`src/rtl/mainfsm_pkg.sv`:
```
// Shared definitions for the multicycle ARM main controller: state codes,
// datapath mux encodings, instruction-class Op codes and the control bundle.
package mainfsm_pkg;

  // 4-bit state codes; 11..15 are illegal and recover to FETCH.
  localparam logic [3:0] S_FETCH    = 4'd0;
  localparam logic [3:0] S_DECODE   = 4'd1;
  localparam logic [3:0] S_MEMADR   = 4'd2;
  localparam logic [3:0] S_MEMRD    = 4'd3;
  localparam logic [3:0] S_MEMWB    = 4'd4;
  localparam logic [3:0] S_MEMWR    = 4'd5;
  localparam logic [3:0] S_EXECUTER = 4'd6;
  localparam logic [3:0] S_EXECUTEI = 4'd7;
  localparam logic [3:0] S_ALUWB    = 4'd8;
  localparam logic [3:0] S_BRANCH   = 4'd9;
  localparam logic [3:0] S_UNKNOWN  = 4'd10;

  // ALU B-operand select.
  localparam logic [1:0] SRCB_REG  = 2'b00;
  localparam logic [1:0] SRCB_EXT  = 2'b01;
  localparam logic [1:0] SRCB_FOUR = 2'b10;

  // Result bus select.
  localparam logic [1:0] RES_ALUOUT = 2'b00;
  localparam logic [1:0] RES_DATA   = 2'b01;
  localparam logic [1:0] RES_ALURES = 2'b10;

  // Instruction class from Instr[27:26].
  localparam logic [1:0] OP_DP  = 2'b00;
  localparam logic [1:0] OP_MEM = 2'b01;
  localparam logic [1:0] OP_BR  = 2'b10;

  // Per-cycle control bundle driven by the output decode.
  typedef struct packed {
    logic       ir_write;
    logic       adr_src;
    logic       alu_src_a;
    logic [1:0] alu_src_b;
    logic [1:0] result_src;
    logic       alu_op;
    logic       next_pc;
    logic       reg_w;
    logic       mem_w;
    logic       branch;
  } ctrl_t;

  // True for the final state of an instruction that retires (UNKNOWN does not).
  function automatic logic is_retire_state(input logic [3:0] st);
    logic r;
    case (st)
      S_MEMWB, S_MEMWR, S_ALUWB, S_BRANCH: r = 1'b1;
      default:                             r = 1'b0;
    endcase
    return r;
  endfunction

endpackage

```
`src/rtl/mainfsm_ctr.sv`:
```
// 32-bit enabled up-counter with asynchronous active-high reset; wraps naturally.
module mainfsm_ctr (
  input  logic        clk,
  input  logic        reset,
  input  logic        en,
  output logic [31:0] q
);

  // Count register: clear on reset, advance by one when enabled.
  always_ff @(posedge clk or posedge reset) begin
    if (reset) begin
      q <= 32'd0;
    end else if (en) begin
      q <= q + 32'd1;
    end else begin
      q <= q;
    end
  end

endmodule

```
`src/rtl/mainfsm.sv`:
```
// Moore main control FSM of the multicycle ARM controller. Write requests
// (RegW, MemW, Branch) are unconditional here; condition gating happens
// downstream. Also counts retired instructions for bring-up.
module mainfsm
  import mainfsm_pkg::*;
(
  input  logic        clk,
  input  logic        reset,
  input  logic [1:0]  Op,
  input  logic [5:0]  Funct,
  output logic        IRWrite,
  output logic        AdrSrc,
  output logic        ALUSrcA,
  output logic [1:0]  ALUSrcB,
  output logic [1:0]  ResultSrc,
  output logic        ALUOp,
  output logic        NextPC,
  output logic        RegW,
  output logic        MemW,
  output logic        Branch,
  output logic [3:0]  State,
  output logic [31:0] InstrCount
);

  logic [3:0] state;
  logic [3:0] next_state;
  ctrl_t      ctrl;
  logic       retire;

  // Only I (bit 5) and S/L (bit 0) steer the sequence.
  logic unused_funct;
  assign unused_funct = ^Funct[4:1];

  // State register; reset forces FETCH immediately so pending writes drop.
  always_ff @(posedge clk or posedge reset) begin
    if (reset) begin
      state <= S_FETCH;
    end else begin
      state <= next_state;
    end
  end

  // Next-state logic; Op/Funct are only consulted in DECODE and MEMADR.
  always_comb begin
    next_state = S_FETCH;
    case (state)
      S_FETCH: next_state = S_DECODE;
      S_DECODE: begin
        case (Op)
          OP_MEM:  next_state = S_MEMADR;
          OP_DP:   next_state = Funct[5] ? S_EXECUTEI : S_EXECUTER;
          OP_BR:   next_state = S_BRANCH;
          default: next_state = S_UNKNOWN;
        endcase
      end
      S_MEMADR: begin
        if (Funct[0]) begin
          next_state = S_MEMRD;
        end else begin
          next_state = S_MEMWR;
        end
      end
      S_MEMRD:    next_state = S_MEMWB;
      S_EXECUTER: next_state = S_ALUWB;
      S_EXECUTEI: next_state = S_ALUWB;
      default:    next_state = S_FETCH;
    endcase
  end

  // Output decode: a pure function of the current state.
  always_comb begin
    ctrl = '0;
    case (state)
      S_FETCH: begin
        ctrl.ir_write   = 1'b1;
        ctrl.next_pc    = 1'b1;
        ctrl.alu_src_a  = 1'b1;
        ctrl.alu_src_b  = SRCB_FOUR;
        ctrl.result_src = RES_ALURES;
      end
      S_DECODE: begin
        ctrl.alu_src_a  = 1'b1;
        ctrl.alu_src_b  = SRCB_FOUR;
        ctrl.result_src = RES_ALURES;
      end
      S_MEMADR: ctrl.alu_src_b = SRCB_EXT;
      S_MEMRD:  ctrl.adr_src   = 1'b1;
      S_MEMWB: begin
        ctrl.result_src = RES_DATA;
        ctrl.reg_w      = 1'b1;
      end
      S_MEMWR: begin
        ctrl.adr_src = 1'b1;
        ctrl.mem_w   = 1'b1;
      end
      S_EXECUTER: ctrl.alu_op = 1'b1;
      S_EXECUTEI: begin
        ctrl.alu_src_b = SRCB_EXT;
        ctrl.alu_op    = 1'b1;
      end
      S_ALUWB: ctrl.reg_w = 1'b1;
      S_BRANCH: begin
        ctrl.alu_src_b  = SRCB_EXT;
        ctrl.result_src = RES_ALURES;
        ctrl.branch     = 1'b1;
      end
      default: ctrl = '0;
    endcase
  end

  assign IRWrite   = ctrl.ir_write;
  assign AdrSrc    = ctrl.adr_src;
  assign ALUSrcA   = ctrl.alu_src_a;
  assign ALUSrcB   = ctrl.alu_src_b;
  assign ResultSrc = ctrl.result_src;
  assign ALUOp     = ctrl.alu_op;
  assign NextPC    = ctrl.next_pc;
  assign RegW      = ctrl.reg_w;
  assign MemW      = ctrl.mem_w;
  assign Branch    = ctrl.branch;
  assign State     = state;

  // Retirement: leaving a completing state for FETCH (UNKNOWN/illegal excluded).
  assign retire = is_retire_state(state) && (next_state == S_FETCH);

  mainfsm_ctr u_ctr (
    .clk   (clk),
    .reset (reset),
    .en    (retire),
    .q     (InstrCount)
  );

endmodule

```
`config.mk`:
```
export PLATFORM = sky130hd
export DESIGN_NAME = mainfsm
export DESIGN_NICKNAME = d
export VERILOG_FILES = /design/src/rtl/mainfsm_pkg.sv /design/src/rtl/mainfsm_ctr.sv /design/src/rtl/mainfsm.sv
export SDC_FILE = /design/constraint.sdc
export NUM_CORES = 1
export LEC_CHECK = 0
export CAP_MARGIN = 25
export CORE_ASPECT_RATIO = 1.4
export CORE_UTILIZATION = 25
export CTS_CLUSTER_DIAMETER = 40
export DETAILED_ROUTE_END_ITERATION = 8
export MAX_ROUTING_LAYER = met4
export PLACE_DENSITY = 0.46
export SYNTH_ARGS = -nofsm -noshare
export SYNTH_HDL_FRONTEND = slang
export SYNTH_SLANG_ARGS = --single-unit
```
`constraint.sdc`:
```
create_clock -name clk -period 2.18 [get_ports clk]
set_input_delay 0.436 -clock clk [delete_from_list [all_inputs] [get_ports clk]]
set_output_delay 0.436 -clock clk [all_outputs]
set_load 0.03 [all_outputs]
```
# Word-level counts from Yosys, hierarchy flattened
# Cells that the tools add are included.
dict set report totals {
  regBits 36
  inputBits 10
  output_inout_bits 48
  wordCells 39
}
dict set report classes {
  addsub 1
  eq_ne 11
  muxes 14
  reduce_logical 11
}
# operator count
set op_table {}
lappend op_table {{$add A32 B1 Y32 const B} 1}
lappend op_table {{$pmux W4 S5} 1}
lappend op_table {{$eq A4 B3 Y1 const B} 4}
lappend op_table {{$pmux W4 S3} 1}
lappend op_table {{$mux W1} 9}
lappend op_table {{$eq A4 B2 Y1 const B} 2}
lappend op_table {{$eq A4 B4 Y1 const B} 2}
lappend op_table {{$logic_not A4 Y1} 2}
lappend op_table {{$pmux W2 S2} 2}
lappend op_table {{$reduce_or A2 Y1} 4}
lappend op_table {{$reduce_or A3 Y1} 2}
lappend op_table {{$eq A4 B1 Y1 const B} 1}
lappend op_table {{$reduce_or A4 Y1} 1}
lappend op_table {{$mux W3} 1}
lappend op_table {{$eq A2 B1 Y1 const B} 1}
lappend op_table {{$eq A2 B2 Y1 const B} 1}
lappend op_table {{$logic_not A2 Y1} 1}
lappend op_table {{$logic_and A1 B1 Y1} 1}

# Logic depth before layout (Yosys ltp)
dict set report logic_depth {
  word_depth 5
  depth_mapped 6
  mapped_depth_nobuf 5
}

# Cells and area by module
# Synthesis repeated with hierarchy kept, for this count alone.
dict set report hier_totals {
  cells_unflattened 169
  hier_area_um2 1921.8
}
# mod instances cells_per_inst area_per_inst_um2 seq_area_each_um2
set by_module_without_submodules {}
lappend by_module_without_submodules {mainfsm_ctr 1 126 1510.2 800.8}
lappend by_module_without_submodules {mainfsm 1 43 411.6 100.1}

# Worst setup path after synthesis
# Ideal clock, no wire load.
dict set report synth_timing {
  path_type {reg2out}
  start {register state[1] (netlist: State[1])}
  end {output port NextPC}
  arrival_ns 2.329
  required_time_ns 1.744
  path_slack_ns -0.585
  path_stages_with_launch 5
  n_path_buf 3
  cell_sequence {dfrtp_1 > clkbuf_1 > buf_1 > nor4_1 > buf_4}
}
dict set report synth_via {
  elab_chain_len 2
}
# element line_no
set synth_lines {}
lappend synth_lines {{start, declared} mainfsm.sv:25} ;# logic [3:0] state;
lappend synth_lines {{start signal, assigned} mainfsm.sv:39} ;# state <= next_state;
lappend synth_lines {{$logic_not A4 Y1} --}
lappend synth_lines {{$mux W1} --}
lappend synth_lines {{end, declared} mainfsm.sv:17} ;# output logic NextPC,
# No other way between the ends.

# Worst setup path in the final report
dict set report layout_timing {
  start {register state[3] (netlist: State[3])}
  end {output port State[3]}
}
# element line_no
set layout_lines {}
lappend layout_lines {{end, declared} mainfsm.sv:21} ;# output logic [3:0] State,
# No word-level cell between the ends.

==> results summary <==
The number of nets in the layout is 244. The number of placement rows came out at 36. Counting tap cells, the placed design contains a total of 321 instances. The final instance count without filler cells is 329. The final worst clock skew came out at 0.00610 ns. The final antenna-violating net count came out at 0. The number of buffer cells added on primary ports came out at 53. Of the total power, the share spent switching nets is 0.434.

After detailed routing, the number of vias per cell comes to 4.49. For this run, the register share of the synthesized area comes to 0.501. For hold timing, the worst endpoint is u_ctr.q[31].

Hold is met by 0.472 ns. The total detailed-routing wirelength is 4280 um. The maximum number of pins on one net before global-route repair came out at 37. The total CTS buffers is 5. The critical path starts at State[3].

Synthesis produced 169 cells. The via count of the first global-routing pass was 1421. The initial core utilization is 0.259. The final cycle utilization of the critical path is 0.970. The initial antenna violation count is 0. The setup path with the least slack is of type reg2out.

The number of detailed-routing iterations run before antenna repair came out at 4. The synthesized flop and latch total came out at 36. The final HPWL from detailed placement is 3100 um. The peak supply drop came out at 0.722 mV. The worst setup path is launched from a register. The overall track demand over capacity in global routing came out at 0.126.

When the netlist entered floorplanning its net count stood at 180. In this run the count of I/O pins placed on the die edge is 58. The actual transition at the worst max-transition pin came out at 0.475 ns.

The start of the worst register-to-register path is State[3]. The sink count of the clock tree came out at 36. The instance area after placement is 2530 um^2.

The power per cell area is 1070 nW/um^2. The number of pins exceeding their max-slew limit in the final report is 0. The run finished with clean final reports.

Setup repair after global routing left no endpoint under its margin. In this run the most critical hold path is launched from u_ctr.q[31]. In this run the vertical extent of the chip is 102 um. Of the total power, combinational logic draws 0.504. The hold-critical path depth came out at 1. The internal power contribution came out at 0.00158 W. The mapped netlist covers 1800 um^2.

The relative slew slack came out at 0.683. In this run the number of H-tree levels came out at 2. The type of element capturing the critical path is a primary output. The die covers 7530 um^2. The worst path required time came out at 1.74 ns.

CTS placed an instance of clkbuf_8 at the clock tree root. The layout cell share with drive strength beyond 1 is 0.145. Setup violations remaining at the end of the flow were counted as 0. The shortest clock period the worst path allows after layout came out at 2.12 ns. Across all layers, the routed design uses 1478 vias. Adding up every negative setup slack in the final design gives 0 ns.

The average footprint of a synthesized cell is 10.6 um^2. The tightest min-delay check is of the reg2reg type. The first global-routing pass estimated 6950 um of wire. The largest buffer count on any clock path came out at 2. The final routed wire length divided by cell count is 13.0 um.

The antenna diode count came out at 0. The sequential power share is 0.317. Counting cells, the worst reg-to-reg path comes to 5. The share of the core filled with cells is 0.377. The core area came out at 6940 um^2. The largest fanout on the critical path came out at 8. STA puts the critical path data arrival time at 1.68 ns. With fillers left out, the area of the finished cells amounts to 2620 um^2.

Of the total power, the clock network draws 0.179. The weighted congestion reported at the end of routability-driven placement is 0.796. The total DRC errors in the routed layout is 0.

The tool flagged a number of max-cap violations equal to 0. The number of violations reported at the end of detailed-routing iteration 0 is 67. The global route total overflow came out at 0. The clock edge transition at the registers on the reported setup and hold paths came out at 0.08 ns. The leakage power total came out at 1.14 nW. The horizontal die dimension is 73.7 um. The number of warnings printed during yosys synthesis is 0. The achievable frequency is 473 MHz. The switching component of the power is 0.00121 W.

The clock latency at the later pin of the worst-skew pair is 0.29 ns. The worst register-to-register path ends at u_ctr.q[9]. The worst register-to-register path has a setup slack of 0.32 ns. The area growth from synthesis to final layout is 45.5%. The number of hold violations in the final report is 0.

The count of cell types in the netlist came out at 34. The CTS tree is done.
-- what timing repair did --
item	in CTS	in global routing
buffers inserted	0	0
hold buffers	0	0
gates resized for setup	10	1
setup endpoints to repair	10	1
gates cloned	0	0
-- through the flow --
stage / worst slack [ns] / total power, W
after CTS: 0.000638 / 0.00284
final: 0.0646 / 0.00280
after detailed placement: 0.114 / 0.00240
after floorplan: -0.223 / 0.00178
after global placement: 0.0906 / 0.00241
after global routing: 0.0129 / 0.00296
-- power groups by stage --
stage	Combinational (W)	Clock [W]	Sequential [W]
after floorplan	0.000781	0	0.00100
after global placement	0.00151	0	0.000905
after detailed placement	0.00150	0	0.000898
after CTS	0.00143	0.000519	0.000891
after global routing	0.00151	0.000543	0.000900
final	0.00141	0.000500	0.000886
-- how the worst max path moves through the flow --
stage / slack [ns] / to
after floorplan: -0.22 / NextPC
after global placement: 0.09 / IRWrite
after detailed placement: 0.11 / NextPC
after CTS: 0.0006 / ALUOp
after global routing: 0.01 / ALUSrcB[0]
final: 0.06 / State[3]
-- synth_stat cells --
master / number / area share
xnor2_1: 25 / 0.12
buf_2: 2 / 0.0056
nor4_1: 4 / 0.014
or4_4: 1 / 0.0063
clkbuf_1: 5 / 0.010
nand2_1: 8 / 0.017
xnor2_2: 1 / 0.0091
dfrtp_1: 36 / 0.50
a21oi_1: 1 / 0.0028
nor3_2: 1 / 0.0056
and3_1: 6 / 0.021
a21boi_0: 1 / 0.0042
a31o_2: 1 / 0.0049
nand3_1: 10 / 0.028
and4_1: 2 / 0.0098
nor3_1: 8 / 0.022
and2_1: 1 / 0.0035
buf_4: 2 / 0.0084
buf_1: 1 / 0.0021
nor4b_1: 3 / 0.015
nand4_2: 1 / 0.0070
mux2_2: 1 / 0.0063
inv_1: 8 / 0.017
a31oi_1: 1 / 0.0035
xor2_1: 8 / 0.039
nand4_1: 15 / 0.052
nor2_1: 8 / 0.017
nor4_4: 1 / 0.012
nor4b_2: 1 / 0.0084
a22oi_1: 1 / 0.0042
a211oi_1: 2 / 0.0084
nand3b_1: 1 / 0.0042
ha_1: 1 / 0.0070
o21ai_0: 1 / 0.0028
-- sequential cells by signal, summed over array words and instances (netlist names) --
name     count
u_ctr.q     32
State        4
-- worst max-delay path, cell delays in order, from the launching register on --
cell             delay, ns
dfrtp_1               0.52
buf_4                 0.20
clkdlybuf4s50_1       0.67
-- per-layer routing --
metal	up-vias	global-route usage	wire, um
met3	6	0.0296	228
met5	-	-	0
met4	0	0.0444	61
met1	705	0.147	1860
met2	47	0.211	2130
li1	720	-	-
-- cell type report --
class,count,area (um^2)
inverter,8,30.0
fill,727,4320
clock inverter,2,10.0
timing repair buffer,67,636
multi-input combinational,115,837
clock buffer,6,82.6
tap,95,119
sequential,36,901
-- cells by family after synthesis --
family	after synthesis	share of synthesized area
AOI/OAI and AO/OA	8	0.0306
xor gates and xnor gates	34	0.170
adders and majority gates	1	0.00696
buffers and inverters	18	0.0432
DFF	36	0.501
muxes	1	0.00627
and+or+nand+nor	71	0.242
-- cell usage in the layout, fill, tap and decap left out, drive strengths merged, types with 2 or more instances in the layout --
cell,Yosys,routed
xnor2,26,26
and3,6,6
nor4,5,5
clkdlybuf4s50,0,41
buf,5,15
inv,8,8
nor4b,4,4
clkinv,0,2
nor3,9,9
clkbuf,5,6
nand3,10,10
nand2,8,8
and4,2,2
a211oi,2,2
nand4,16,16
dfrtp,36,36
nor2,8,8
dlygate4sd2,0,10
xor2,8,8
Power figures use the tool's default switching activity.
